$ cat config.mk
export PLATFORM = sky130hd
export DESIGN_NAME = error_resp_sched_flat
export DESIGN_NICKNAME = d
export VERILOG_FILES = /design/src/rtl/error_resp_sched_if.sv /design/src/rtl/error_resp_sched.sv /design/src/flat_wrapper.sv
export SDC_FILE = /design/constraint.sdc
export NUM_CORES = 1
export LEC_CHECK = 0
export CORE_ASPECT_RATIO = 0.6
export CORE_MARGIN = 1.5
export CORE_UTILIZATION = 40
export CTS_BUF_LIST = sky130_fd_sc_hd__clkbuf_2
export CTS_CLUSTER_SIZE = 14
export DETAILED_ROUTE_END_ITERATION = 10
export DONT_BUFFER_PORTS = 1
export GPL_TIMING_DRIVEN = 1
export SYNTH_ARGS = -nofsm -noshare
export SYNTH_HDL_FRONTEND = slang
export SYNTH_SLANG_ARGS = --single-unit
$ cat constraint.sdc
create_clock -name clk -period 2.3 [get_ports clk]
set_input_delay 0.46 -clock clk [delete_from_list [all_inputs] [get_ports clk]]
set_output_delay 0.46 -clock clk [all_outputs]
set_load 0.05 [all_outputs]
$ cat src/rtl/error_resp_sched_if.sv
// Handshake bundle linking the error-response scheduler to the response generator and the transmit path.
// Header width defaults to SIZE_OF_HEADER_VARS * SIZE_OF_HEADER_IN_BYTES unless those macros are predefined.
`ifndef SIZE_OF_HEADER_VARS
`define SIZE_OF_HEADER_VARS 4
`endif
`ifndef SIZE_OF_HEADER_IN_BYTES
`define SIZE_OF_HEADER_IN_BYTES 8
`endif

interface error_resp_sched_if #(
  parameter int unsigned HW = `SIZE_OF_HEADER_VARS * `SIZE_OF_HEADER_IN_BYTES
);
  logic          resp_enable;
  logic [4:0]    resp_error;
  logic          resp_msg_ready;
  logic [HW-1:0] resp_header;
  logic          tx_valid;
  logic [HW-1:0] tx_header;
  logic          tx_ready;

  // master = scheduler side, slave = generator plus transmit path
  modport master (
    output resp_enable, resp_error, tx_valid, tx_header,
    input  resp_msg_ready, resp_header, tx_ready
  );
  modport slave (
    input  resp_enable, resp_error, tx_valid, tx_header,
    output resp_msg_ready, resp_header, tx_ready
  );
endinterface

$ cat src/rtl/error_resp_sched.sv
// Error-response scheduler: queues error events, drives the generator one error at a time, hands headers to TX.
// Optional busy timeout on req_active/req_done is enabled by defining ERR_SCHED_BUSY_TIMEOUT_EN.
module error_resp_sched #(
  parameter int unsigned TIMEOUT_CYCLES = 1024,
  parameter int unsigned GEN_WDOG       = 8
) (
  input  logic               clk,
  input  logic               reset,
  input  logic [4:0]         err_req_in,
  input  logic               req_active,
  input  logic               req_done,
  error_resp_sched_if.master bus,
  output logic [4:0]         pending,
  output logic               overflow,
  output logic               gen_fault
);

  typedef enum logic [1:0] {IDLE, GEN, SEND} state_t;

  state_t     state_reg;
  logic [4:0] cur_sel_reg;
  logic [3:0] wdog_cnt_reg;
  logic [4:0] pending_reg;
  logic [4:0] pending_next;
  logic       overflow_reg;
  logic       gen_fault_reg;

  logic [4:0] pick_sel;
  logic       start_gen;
  logic       wdog_expire;
  logic       busy_evt;
  logic [4:0] event_vec;
  logic [4:0] set_vec;
  logic [4:0] clr_vec;
  logic       ovf_hit;

  // One-hot of the highest set bit; bit 4 has top priority.
  function automatic logic [4:0] prio_sel(input logic [4:0] v);
    logic [4:0] r;
    r = '0;
    for (int i = 0; i < 5; i++) begin
      if (v[i]) begin
        r    = '0;
        r[i] = 1'b1;
      end
    end
    return r;
  endfunction

  assign pick_sel    = prio_sel(pending_reg);
  assign start_gen   = (state_reg == IDLE) && (pending_reg != 5'd0);
  assign wdog_expire = (state_reg == GEN) && !bus.resp_msg_ready &&
                       (wdog_cnt_reg == 4'(GEN_WDOG - 1));

`ifdef ERR_SCHED_BUSY_TIMEOUT_EN
  logic [15:0] busy_cnt_reg;
  logic        busy_run;

  assign busy_run = req_active && !req_done;
  assign busy_evt = busy_run && (busy_cnt_reg == 16'(TIMEOUT_CYCLES - 1));

  always_ff @(posedge clk or posedge reset) begin
    if (reset) begin
      busy_cnt_reg <= '0;
    end else if (!busy_run || busy_evt) begin
      busy_cnt_reg <= '0;
    end else begin
      busy_cnt_reg <= busy_cnt_reg + 16'd1;
    end
  end
`else
  assign busy_evt = 1'b0;
  wire unused_busy_inputs = ^{req_active, req_done, 16'(TIMEOUT_CYCLES)};
`endif

  // A timeout is treated exactly like an external Busy pulse, including the overflow rule.
  assign event_vec = err_req_in | {2'b00, busy_evt, 2'b00};
  assign set_vec   = event_vec | (wdog_expire ? cur_sel_reg : 5'd0);
  assign clr_vec   = start_gen ? pick_sel : 5'd0;
  assign ovf_hit   = |(event_vec & pending_reg);

  // Set has priority over clear for every bit.
  for (genvar gi = 0; gi < 5; gi++) begin : g_pend
    assign pending_next[gi] = set_vec[gi] | (pending_reg[gi] & ~clr_vec[gi]);
  end

  always_ff @(posedge clk or posedge reset) begin
    if (reset) begin
      pending_reg  <= '0;
      overflow_reg <= 1'b0;
    end else begin
      pending_reg <= pending_next;
      if (ovf_hit) begin
        overflow_reg <= 1'b1;
      end
    end
  end

  always_ff @(posedge clk or posedge reset) begin
    if (reset) begin
      state_reg       <= IDLE;
      cur_sel_reg     <= '0;
      wdog_cnt_reg    <= '0;
      gen_fault_reg   <= 1'b0;
      bus.resp_enable <= 1'b0;
      bus.resp_error  <= '0;
      bus.tx_valid    <= 1'b0;
      bus.tx_header   <= '0;
    end else begin
      case (state_reg)
        IDLE: begin
          if (start_gen) begin
            state_reg       <= GEN;
            cur_sel_reg     <= pick_sel;
            wdog_cnt_reg    <= '0;
            bus.resp_enable <= 1'b1;
            bus.resp_error  <= pick_sel;
          end
        end
        GEN: begin
          if (bus.resp_msg_ready) begin
            state_reg       <= SEND;
            bus.tx_header   <= bus.resp_header;
            bus.tx_valid    <= 1'b1;
            bus.resp_enable <= 1'b0;
            bus.resp_error  <= '0;
          end else if (wdog_expire) begin
            // Generator stalled: give up, the pending bit is restored for a later retry.
            state_reg       <= IDLE;
            gen_fault_reg   <= 1'b1;
            bus.resp_enable <= 1'b0;
            bus.resp_error  <= '0;
          end else begin
            wdog_cnt_reg <= wdog_cnt_reg + 4'd1;
          end
        end
        SEND: begin
          if (bus.tx_ready) begin
            state_reg    <= IDLE;
            bus.tx_valid <= 1'b0;
          end
        end
        default: begin
          state_reg       <= IDLE;
          bus.resp_enable <= 1'b0;
          bus.resp_error  <= '0;
          bus.tx_valid    <= 1'b0;
        end
      endcase
    end
  end

  assign pending   = pending_reg;
  assign overflow  = overflow_reg;
  assign gen_fault = gen_fault_reg;

endmodule

$ cat src/flat_wrapper.sv
// flat-port wrapper written by rule: the top's interface ports become plain ports
module error_resp_sched_flat 
#(
  parameter int unsigned TIMEOUT_CYCLES = 1024,
  parameter int unsigned GEN_WDOG       = 8
)
  (clk, reset, err_req_in, req_active, req_done, pending, overflow, gen_fault, bus_resp_enable, bus_resp_error, bus_tx_valid, bus_tx_header, bus_resp_msg_ready, bus_resp_header, bus_tx_ready);
  error_resp_sched_if #(.HW((`SIZE_OF_HEADER_VARS * `SIZE_OF_HEADER_IN_BYTES))) bus_i ();
  input  logic clk;
  input  logic reset;
  input  logic [4:0] err_req_in;
  input  logic req_active;
  input  logic req_done;
  output logic [4:0] pending;
  output logic overflow;
  output logic gen_fault;
  output wire logic [$bits(bus_i.resp_enable)-1:0] bus_resp_enable;
  output wire logic [$bits(bus_i.resp_error)-1:0] bus_resp_error;
  output wire logic [$bits(bus_i.tx_valid)-1:0] bus_tx_valid;
  output wire logic [$bits(bus_i.tx_header)-1:0] bus_tx_header;
  input wire logic [$bits(bus_i.resp_msg_ready)-1:0] bus_resp_msg_ready;
  input wire logic [$bits(bus_i.resp_header)-1:0] bus_resp_header;
  input wire logic [$bits(bus_i.tx_ready)-1:0] bus_tx_ready;
  assign bus_resp_enable = bus_i.resp_enable;
  assign bus_resp_error = bus_i.resp_error;
  assign bus_tx_valid = bus_i.tx_valid;
  assign bus_tx_header = bus_i.tx_header;
  assign bus_i.resp_msg_ready = bus_resp_msg_ready;
  assign bus_i.resp_header = bus_resp_header;
  assign bus_i.tx_ready = bus_tx_ready;
  error_resp_sched #(.TIMEOUT_CYCLES(TIMEOUT_CYCLES), .GEN_WDOG(GEN_WDOG)) u_core (.clk(clk), .reset(reset), .err_req_in(err_req_in), .req_active(req_active), .req_done(req_done), .bus(bus_i), .pending(pending), .overflow(overflow), .gen_fault(gen_fault));
endmodule
==> run metrics <==
outcome=completed; post-synthesis sequential area ratio=58.9%; Horiz. Die Dim=slightly above 100 um; clk root buf=clkbuf_2; Netlist cell types=40; antenna violations before repair=0; fin crit period=approximately 1.8 ns; Slew headroom=between 50% and 60%; Final TNS setup=0 ns; layout net count=246; Worst EP required=between 2 and 3 ns; Post-DP Area=roughly 0.0026 mm2; count of state elements after synthesis=between 50 and 60; CTS sink cnt=57; RSZ-0062 raised after global routing=no; number of flip-flops under the largest register name=32; Post-DP HPWL=about 3.6 mm; Total GRT Usage=between 15 and 20%; period utilization=between 70% and 80%; min-delay worst type=input pin to flip-flop; PortBufs=0; CTS tree=yes; synth warn=0; skew final=approximately 0.011 ns; clk slew on worst S/H paths=0.16 ns; gr ovfl total=0; Setup crit start kind=flip-flop; clock latency on the worst-skew pair=around 0.45 ns; Via density=5.33; share of cells above drive strength 1=30.9%; drt first-iter violations=60; DRC=0; vias=around 1500; Synth area leader=dfrtp_1; Final Cell Area=0.00270 mm2; final setup margin=around 0.46 ns; Setup WS pre-CTS=about 0.46 ns; worst-margin pin slew=roughly 0.7 ns; Most flops, register=u_core.bus.tx_header; worst path arrival time=about 2.2 ns; ANT cells=0; Synth Cell Area=between 0.002 and 0.0025 mm2; CP max-delay cell=dfrtp_1; first-pass GRT wire length=about 7.8 mm; Filler Cell Count=543; largest net degree at the start of global routing=24; largest fanout on the critical path=23; Max IR drop VDD=a little under 800 uV; Chip Height=around 63 um; TritonRoute pass-1 iters=4; classification of the worst setup path=flip-flop to flip-flop; Max clock buf depth=2; Lkg Pwr=between 1 and 1.5 nW; # Max-Cap Violations=0; initial core utilization=42.5%; P&R area growth vs syn=11.3%; leading post-synthesis cells by cell area=dfrtp_1, mux2_2, a21oi_1; WP buf/inv=1; Syn Nets=approximately 230; register-to-register setup slack=0.46 ns; Power Density=~1700 mW/mm2; routed len/inst=about 17 um; full die area=approximately 0.0066 mm2; Num CTS Buffers=9; Final Hold Viols=0; CP Capture Type=flip-flop; vias in the first global route=~1700; Post-Syn Instances=roughly 190; final setup fails=0; kind of cell adding the most delay to the critical path=flip-flops; Critical Path, Cell by Cell=and2b_1 > nand2_2 > buf_12 > mux2_2; fmax=about 540 MHz; site row count=21; Mean Syn Cell Area=around 13 um2; DRT antenna net count=0; Yosys top cell area share=58.9%; Pins Over Slew Limit=0; I/O pin count=89; H-tree Lvls=3; Core Footprint=roughly 0.0057 mm2; gp weighted congestion=0.806; drt total wl=between 4 and 5 mm; Worst path max stage delay=0.62 ns
[stage by stage]
step	hold slack (ns)	total power [W]	instances	utilization, %
2_1_floorplan	0.451	0.00356	189	-
3_3_place_gp	0.336	0.00373	270	44.8
3_5_place_dp	0.338	0.00380	270	44.8
4_1_cts	0.0653	0.00452	287	47.3
5_1_grt	0.0567	0.00472	287	47.3
6_report	0.114	0.00447	287	47.3
[worst register-to-register path, delay by kind of cell (launching register included)]
kind                   cells  cell delay, ns
muxes                      1            0.36
DFF                        1            0.62
buffers and inverters      1            0.22
and+or+nand+nor            2            0.54
[layer usage]
| metal | part of all wire, % | track usage (%) |
|---|---|---|
| met2 | 47 | 25.2 |
| met1 | 45 | 20.1 |
| met3 | 7.3 | 6.88 |
| met5 | 0 | 0 |
| met4 | 0.69 | 4.56 |
[timing repair]
action / CTS / global route
gates resized for setup: 0 / 0
endpoints found under the hold margin: 15 / 0
setup buffers: 0 / 0
hold buffers: 1 / 0
[synth_stat cells]
cell type,instances
inv_1,10
a211o_1,2
buf_4,5
a22oi_1,2
nor2_2,1
nor4b_1,1
nor3_1,1
or4_1,1
mux2i_1,1
o31a_1,1
nand3_1,4
or2_2,1
a31oi_1,4
nand2_2,2
nor3b_1,1
nor4bb_1,1
or3b_1,1
o221ai_1,1
ha_1,1
or3_1,1
dfrtp_1,57
mux2_2,32
nor2b_1,3
clkbuf_1,2
a211oi_1,1
nor2_1,6
o21ai_0,4
a21o_1,1
nor4_4,2
nand2_1,10
a21boi_0,2
a21oi_1,10
a221o_1,5
buf_2,1
o211ai_1,4
nand3b_1,1
and2b_1,1
and3b_1,1
o2bb2ai_1,1
nand2b_1,3
[cells by family (layout without fill, tap and decap cells)]
| kind of cell | count (synthesis) | after routing | synth area share [%] |
|---|---|---|---|
| DFF | 57 | 57 | 58.9 |
| and+or+nand+nor | 42 | 42 | 10.8 |
| AOI/OAI and AO/OA | 38 | 38 | 10.9 |
| muxes | 33 | 33 | 15.3 |
| buffers and inverters | 18 | 36 | 3.61 |
| adders and majority gates | 1 | 1 | 0.516 |
[path summary, 6_finish.rpt]
check | startpoint | to | cells after the start
max reg2reg | u_core.state_reg[0]$_DFFE_PP0P_ | u_core.bus.tx_header[22]$_DFFE_PP0P_ | 4
min in group asynchronous | reset | u_core.cur_sel_reg[3]$_DFFE_PP0P_ | 2
min | err_req_in[2] | u_core.pending[2]$_DFF_PP0_ | 1
max | u_core.state_reg[0]$_DFFE_PP0P_ | u_core.bus.tx_header[22]$_DFFE_PP0P_ | 4
max in group asynchronous | reset | u_core.bus.tx_header[4]$_DFFE_PP0P_ | 3
min reg2reg | u_core.cur_sel_reg[3]$_DFFE_PP0P_ | u_core.cur_sel_reg[3]$_DFFE_PP0P_ | 1
[final cells by class]
type	instances	area [um2]	area share, %
flip-flops and latches	57	1430	52.9
multi-input cells	114	910	33.7
well taps	80	100	3.71
repair buffers	10	90.1	3.34
clock inverters	6	82.6	3.06
clock buffers	10	50.0	1.86
inverters	10	37.5	1.39
[placed cells by master (no fill, tap or decap), types with 4 or more instances in the layout]
cell / n
dfrtp_1: 57
mux2_2: 32
a21oi_1: 10
nand2_1: 10
clkbuf_2: 10
inv_1: 9
buf_4: 8
nor2_1: 6
a221o_1: 5
a31oi_1: 4
o211ai_1: 4
nand3_1: 4
o21ai_0: 4
[power breakdown]
part	leakage, nW	internal, W	switching (W)
Clock	0.0817	0.000359	0.000358
Sequential	0.678	0.00136	0.00151
Combinational	0.385	0.000488	0.000397
Note: power is estimated with default switching activity, not from simulation.
